===== src/rtl/hazard_detection_unit.sv =====
// Stall/flush controller for the 5-stage pipeline: load-use bubbles, data-memory
// hold with timeout, taken-branch flushes, plus saturating stall/flush statistics.
module hazard_detection_unit #(
    parameter int unsigned CNT_W       = 16,
    parameter int unsigned MEM_TIMEOUT = 64
) (
    input  logic             clk,
    input  logic             reset,
    input  logic [4:0]       IF_ID_RegisterRn1,
    input  logic [4:0]       IF_ID_RegisterRm2,
    input  logic             IF_ID_UsesRn,
    input  logic             IF_ID_UsesRm,
    input  logic             ID_EX_MemRead,
    input  logic [4:0]       ID_EX_RegisterRd,
    input  logic             EX_MEM_MemAccess,
    input  logic             EX_MEM_BranchTaken,
    input  logic             dmem_ready,
    output logic             PC_Write,
    output logic             PCSrc,
    output logic             IF_ID_Write,
    output logic             ID_EX_Bubble,
    output logic             Pipe_Hold,
    output logic             IF_ID_Flush,
    output logic             ID_EX_Flush,
    output logic             EX_MEM_Flush,
    output logic             mem_error,
    output logic [CNT_W-1:0] stall_count,
    output logic [CNT_W-1:0] flush_count
);

    typedef enum logic {RUN, MEM_WAIT} state_t;

    localparam logic [CNT_W-1:0] TIMEOUT = CNT_W'(MEM_TIMEOUT);

    state_t           r_state;
    state_t           w_next_state;
    logic [CNT_W-1:0] r_wait_cnt;
    logic [CNT_W-1:0] r_stall_cnt;
    logic [CNT_W-1:0] r_flush_cnt;
    logic             r_mem_error;

    logic             w_hold;
    logic             w_branch;
    logic             w_load_use;
    logic             w_rn_hit;
    logic             w_rm_hit;
    logic [CNT_W-1:0] w_wait_inc;

    assign w_hold = (r_state == RUN && EX_MEM_MemAccess && !dmem_ready) ||
                    (r_state == MEM_WAIT && !dmem_ready);
    assign w_branch = !w_hold && EX_MEM_BranchTaken;

    // XZR (register 31) as load destination never produces a hazard
    assign w_rn_hit   = IF_ID_UsesRn && (IF_ID_RegisterRn1 == ID_EX_RegisterRd);
    assign w_rm_hit   = IF_ID_UsesRm && (IF_ID_RegisterRm2 == ID_EX_RegisterRd);
    assign w_load_use = !w_hold && !w_branch && ID_EX_MemRead &&
                        (ID_EX_RegisterRd != 5'd31) && (w_rn_hit || w_rm_hit);

    assign w_wait_inc = (r_wait_cnt == '1) ? r_wait_cnt : r_wait_cnt + CNT_W'(1);

    always_comb begin
        w_next_state = r_state;
        case (r_state)
            RUN:      if (w_hold) w_next_state = MEM_WAIT;
            MEM_WAIT: if (dmem_ready) w_next_state = RUN;
            default:  w_next_state = RUN;
        endcase
    end

    always_comb begin
        PC_Write     = 1'b1;
        IF_ID_Write  = 1'b1;
        PCSrc        = 1'b0;
        ID_EX_Bubble = 1'b0;
        Pipe_Hold    = 1'b0;
        IF_ID_Flush  = 1'b0;
        ID_EX_Flush  = 1'b0;
        EX_MEM_Flush = 1'b0;
        if (reset) begin
            PC_Write     = 1'b0;
            IF_ID_Write  = 1'b0;
            ID_EX_Bubble = 1'b1;
            Pipe_Hold    = 1'b1;
        end else if (w_hold) begin
            PC_Write    = 1'b0;
            IF_ID_Write = 1'b0;
            Pipe_Hold   = 1'b1;
        end else if (w_branch) begin
            PCSrc        = 1'b1;
            IF_ID_Flush  = 1'b1;
            ID_EX_Flush  = 1'b1;
            EX_MEM_Flush = 1'b1;
        end else if (w_load_use) begin
            PC_Write     = 1'b0;
            IF_ID_Write  = 1'b0;
            ID_EX_Bubble = 1'b1;
        end
    end

    always_ff @(posedge clk or posedge reset) begin
        if (reset) begin
            r_state     <= RUN;
            r_wait_cnt  <= '0;
            r_mem_error <= 1'b0;
            r_stall_cnt <= '0;
            r_flush_cnt <= '0;
        end else begin
            r_state <= w_next_state;
            if (w_hold) begin
                r_wait_cnt <= w_wait_inc;
                if (w_wait_inc >= TIMEOUT) r_mem_error <= 1'b1;
            end else begin
                r_wait_cnt <= '0;
            end
            // PC_Write=0 covers both hold and load-use exactly once per cycle
            if (!PC_Write && r_stall_cnt != '1) r_stall_cnt <= r_stall_cnt + CNT_W'(1);
            if (w_branch && r_flush_cnt != '1) r_flush_cnt <= r_flush_cnt + CNT_W'(1);
        end
    end

    assign mem_error   = r_mem_error;
    assign stall_count = r_stall_cnt;
    assign flush_count = r_flush_cnt;

endmodule


===== config.mk =====
export PLATFORM = sky130hd
export DESIGN_NAME = hazard_detection_unit
export DESIGN_NICKNAME = d
export VERILOG_FILES = /design/src/rtl/hazard_detection_unit.sv
export SDC_FILE = /design/constraint.sdc
export NUM_CORES = 1
export LEC_CHECK = 0
export ABC_AREA = 1
export BUFFER_PORTS_ARGS = -buffer_cell sky130_fd_sc_hd__buf_2
export CAP_MARGIN = 20
export CORE_ASPECT_RATIO = 0.9
export CORE_MARGIN = 1
export CORE_UTILIZATION = 40
export CTS_CLUSTER_SIZE = 20
export DETAILED_ROUTE_END_ITERATION = 10
export PLACE_DENSITY = 0.67
export RECOVER_POWER = 25
export SKIP_LAST_GASP = 1
export SYNTH_ARGS = -nofsm -noshare
export SYNTH_HDL_FRONTEND = slang
export SYNTH_SLANG_ARGS = --single-unit

===== constraint.sdc =====
create_clock -name clk -period 4.9 [get_ports clk]
set_input_delay 0.98 -clock clk [delete_from_list [all_inputs] [get_ports clk]]
set_output_delay 0.98 -clock clk [all_outputs]
set_load 0.01 [all_outputs]

==> key figures <==
Finish
  • Net count, final: 510
  • Most common cell after layout, fill and taps aside: nand2_1
  • Final Core Density: 48.8%
  • Antenna Cells: 0
  • Area Growth Syn to Fin: 15.1%
  • Share of final-layout standard cells stronger than drive strength 1: 16.9%
  • Most frequent cells in the layout: nand2_1, buf_2, dfrtp_1, nor2_1, inv_1
  • Number of inserted filler cells in the final layout: 747

Timing
  • Final number of max-transition violations: between 50 and 60
  • Count of final setup violators: 0
  • Fmax: 282 MHz
  • Unrepaired setup endpoints after global routing: false
  • Relative max-transition margin: -75.7%
  • Final-report hold violation count: 0
  • Final critical-path required period: 3.55 ns
  • Final setup skew: 0.00580 ns
  • Final worst path period share: 72.4%
  • Hold WS: 0.475 ns
  • Sum of negative setup slack: 0 ns
  • Tightest Pin Transition: around 2.6 ns

Clock network
  • Number of post-CTS setup repair buffers: 0
  • Buffer cell driving the clock tree root: clkbuf_8
  • Longest Clk Path Bufs: 2
  • Number of hold buffers added after CTS: 0
  • H-Tree Level Count: 2
  • Clock insertion delay at the later pin of the skew report: 0.30 ns
  • TritonCTS clock tree: yes
  • Number of instances resized during post-cts repair: 0
  • Total number of clock tree sinks: 50
  • Clock buffers created by TritonCTS: 5
  • Clock transition time at the flip-flop clock pins of the worst setup and hold paths: approximately 0.090 ns

Synthesis
  • Average size of a mapped cell: 7.31 sq um
  • Number of synthesized register bits: 50
  • Warnings, synthesis: 0
  • Syn nets: 447
  • Post-synthesis cell type count: 30
  • Sequential cell area fraction in the yosys report: 40.6%
  • Netlist area before placement: 3080 sq um
  • Synthesized netlist cell count: 421

Worst setup path
  • Endpoint of the worst-slack reg-to-reg timing path: flush_count[10]
  • Launching element of the worst setup path: dmem_ready
  • Setup slack of the worst register-to-register path: 2.80 ns
  • Setup crit start kind: input pin
  • Termination of the worst setup path: PC_Write
  • Req. time, crit path: between 3 and 4 ns
  • Category of the critical setup timing path: in2out
  • Worst reg2reg path startpoint: r_state
  • Data arrival, critical path: 2.57 ns
  • Critical-path maximum fanout: 18
  • Worst Reg-to-Reg Cells: 8
  • Category of the worst setup path capture point: output port

Floorplan
  • Die boundary height: 85.2 um
  • Initial Util: 42.4%
  • Die W: roughly 94 um
  • Num rows: 29
  • Area inside the core boundary: 7260 sq um
  • Total die area: roughly 8100 sq um
  • Top-Level Pins: 64

Routing
  • Number of vias in the routed layout: 2799
  • First drt pass iteration count: 5
  • Total detailed-routing wirelength: 6.70 mm
  • Final routed DRC violation total: 0
  • WL per Instance: roughly 12 um
  • Number of vias per cell after detailed routing: 4.84
  • Post-route antenna net violation count: 0
  • Violation count after the first detailed-routing iteration: 155

Power
  • Power share of the sequential group: 52.4%
  • Sw Pwr: approximately 0.35 mW
  • PD cells: 286 nW/um^2
  • Static leakage power: 1.89 nW
  • Part of the total power dissipated in combinational logic: 23.9%
  • Worst vdd ir: 174 uV
  • Switching part of the total: 34.6%
  • Cell internal power dissipation: 0.663 mW
  • Clock power frac: a little under a quarter

Place
  • Weighted congestion at the end of routability-driven global placement: 0.875
  • DP HPWL: 5.08 mm
  • Number of I/O port buffers: 63

GRT
  • Via count of the first global-routing pass: between 2k and 3k
  • Remaining global-route overflow: 0
  • Largest net degree at the start of global routing: 51
  • Wire length of the first global-routing pass: 11.7 mm
  • Initial antenna violation count: 0
  • Global-route usage over all layers: 18.1%

Flow run
  • Max-capacitance violation count: 1

Status
  • Violated checks: capacitance limit, slew limit
  • Result of the run: finished, violations left

Hold path
  • Class of the tightest hold or removal check: reg2reg
worst min-delay path by stage:
stage / slack [ns] / endpoint / cells past startpoint / from
after global routing: 0.50 / mem_error / 2 / mem_error
after floorplan: 0.46 / r_wait_cnt[3] / 1 / r_wait_cnt[3]
after global placement: 0.46 / mem_error / 2 / mem_error
final: 0.48 / mem_error / 2 / mem_error
after detailed placement: 0.46 / mem_error / 2 / mem_error
after CTS: 0.48 / mem_error / 2 / mem_error
worst max-delay path: stages:
cell      delay, ns
buf_2          0.09
nor2_1         0.09
clkbuf_1       0.47
inv_2          0.18
nand3_1        0.11
a31oi_1        0.04
nand2_1        0.10
nand2_2        0.23
inv_1          0.14
buf_2          0.14
power by group through the flow:
| stage | registers (mW) | clock network [mW] | logic [mW] |
|---|---|---|---|
| floorplan | 0.550 | 0 | 0.140 |
| global placement | 0.537 | 0 | 0.243 |
| detailed placement | 0.539 | 0 | 0.247 |
| CTS | 0.531 | 0.252 | 0.248 |
| global route | 0.542 | 0.272 | 0.277 |
| finish | 0.531 | 0.240 | 0.242 |
synth_stat cells:
cell type	count	area, sq um
clkinv_1	1	3.75
nor2_1	47	176
nand3_1	44	220
xnor2_1	10	87.6
nand2_1	122	458
buf_6	1	11.3
o21ai_1	2	10.0
o21ai_0	11	55.1
nand2_4	1	11.3
a31oi_1	2	12.5
inv_2	4	15.0
a21oi_1	9	45.0
o22ai_1	1	6.26
nand3_2	1	10.0
nor3b_1	1	7.51
nor2_2	2	12.5
nand2_2	2	12.5
clkbuf_1	1	3.75
buf_2	3	15.0
inv_1	45	169
nand4_4	1	21.3
dfrtp_1	50	1250
nor3_1	11	55.1
xor2_1	25	219
ha_1	3	37.5
nor4_1	2	12.5
nand4_1	13	81.3
buf_4	4	30.0
nor4_4	1	21.3
o21bai_1	1	7.51
cell families (layout without fill, tap and decap cells):
family | Yosys count | after routing | share of synthesized area (%)
fa+ha+maj | 3 | 3 | 1.22
simple gates | 248 | 248 | 35.7
compound gates | 26 | 26 | 4.43
flops | 50 | 50 | 40.6
xor+xnor | 35 | 35 | 9.96
buf+inv | 59 | 123 | 8.04
area by class of cell:
class | count | area, sq um | share of cell area [%]
clock buffers | 6 | 72.6 | 2.05
clock inverters | 2 | 13.8 | 0.388
inverters | 50 | 188 | 5.29
multi-input cells | 312 | 1580 | 44.6
flip-flops and latches | 50 | 1250 | 35.3
well taps | 93 | 116 | 3.28
repair buffers | 65 | 323 | 9.11
through the flow:
step | instances | worst slack [ns] | power, mW | instance area (sq um)
after detailed placement | 570 | 1.53 | 0.787 | 3470
after global placement | 570 | 1.57 | 0.781 | 3470
final | 578 | 1.35 | 1.01 | 3540
after global routing | 578 | 1.09 | 1.09 | 3540
after floorplan | 421 | 1.63 | 0.690 | 3080
after CTS | 578 | 1.53 | 1.03 | 3550
flip-flops by register name (all words and copies together), names as in the netlist:
register     flops
flush_count     16
r_wait_cnt      16
stall_count     16
mem_error        1
r_state          1
layer usage:
metal  up-vias  global-route usage (%)  part of all wire [%]
li1       1465                       -                     -
met5         -                       0                     0
met1      1287                    25.6                    50
met2        43                    28.6                    47
met4         0                    4.96                  0.61
met3         4                    3.05                   2.9
No activity file was read; power rests on OpenSTA's default activity.
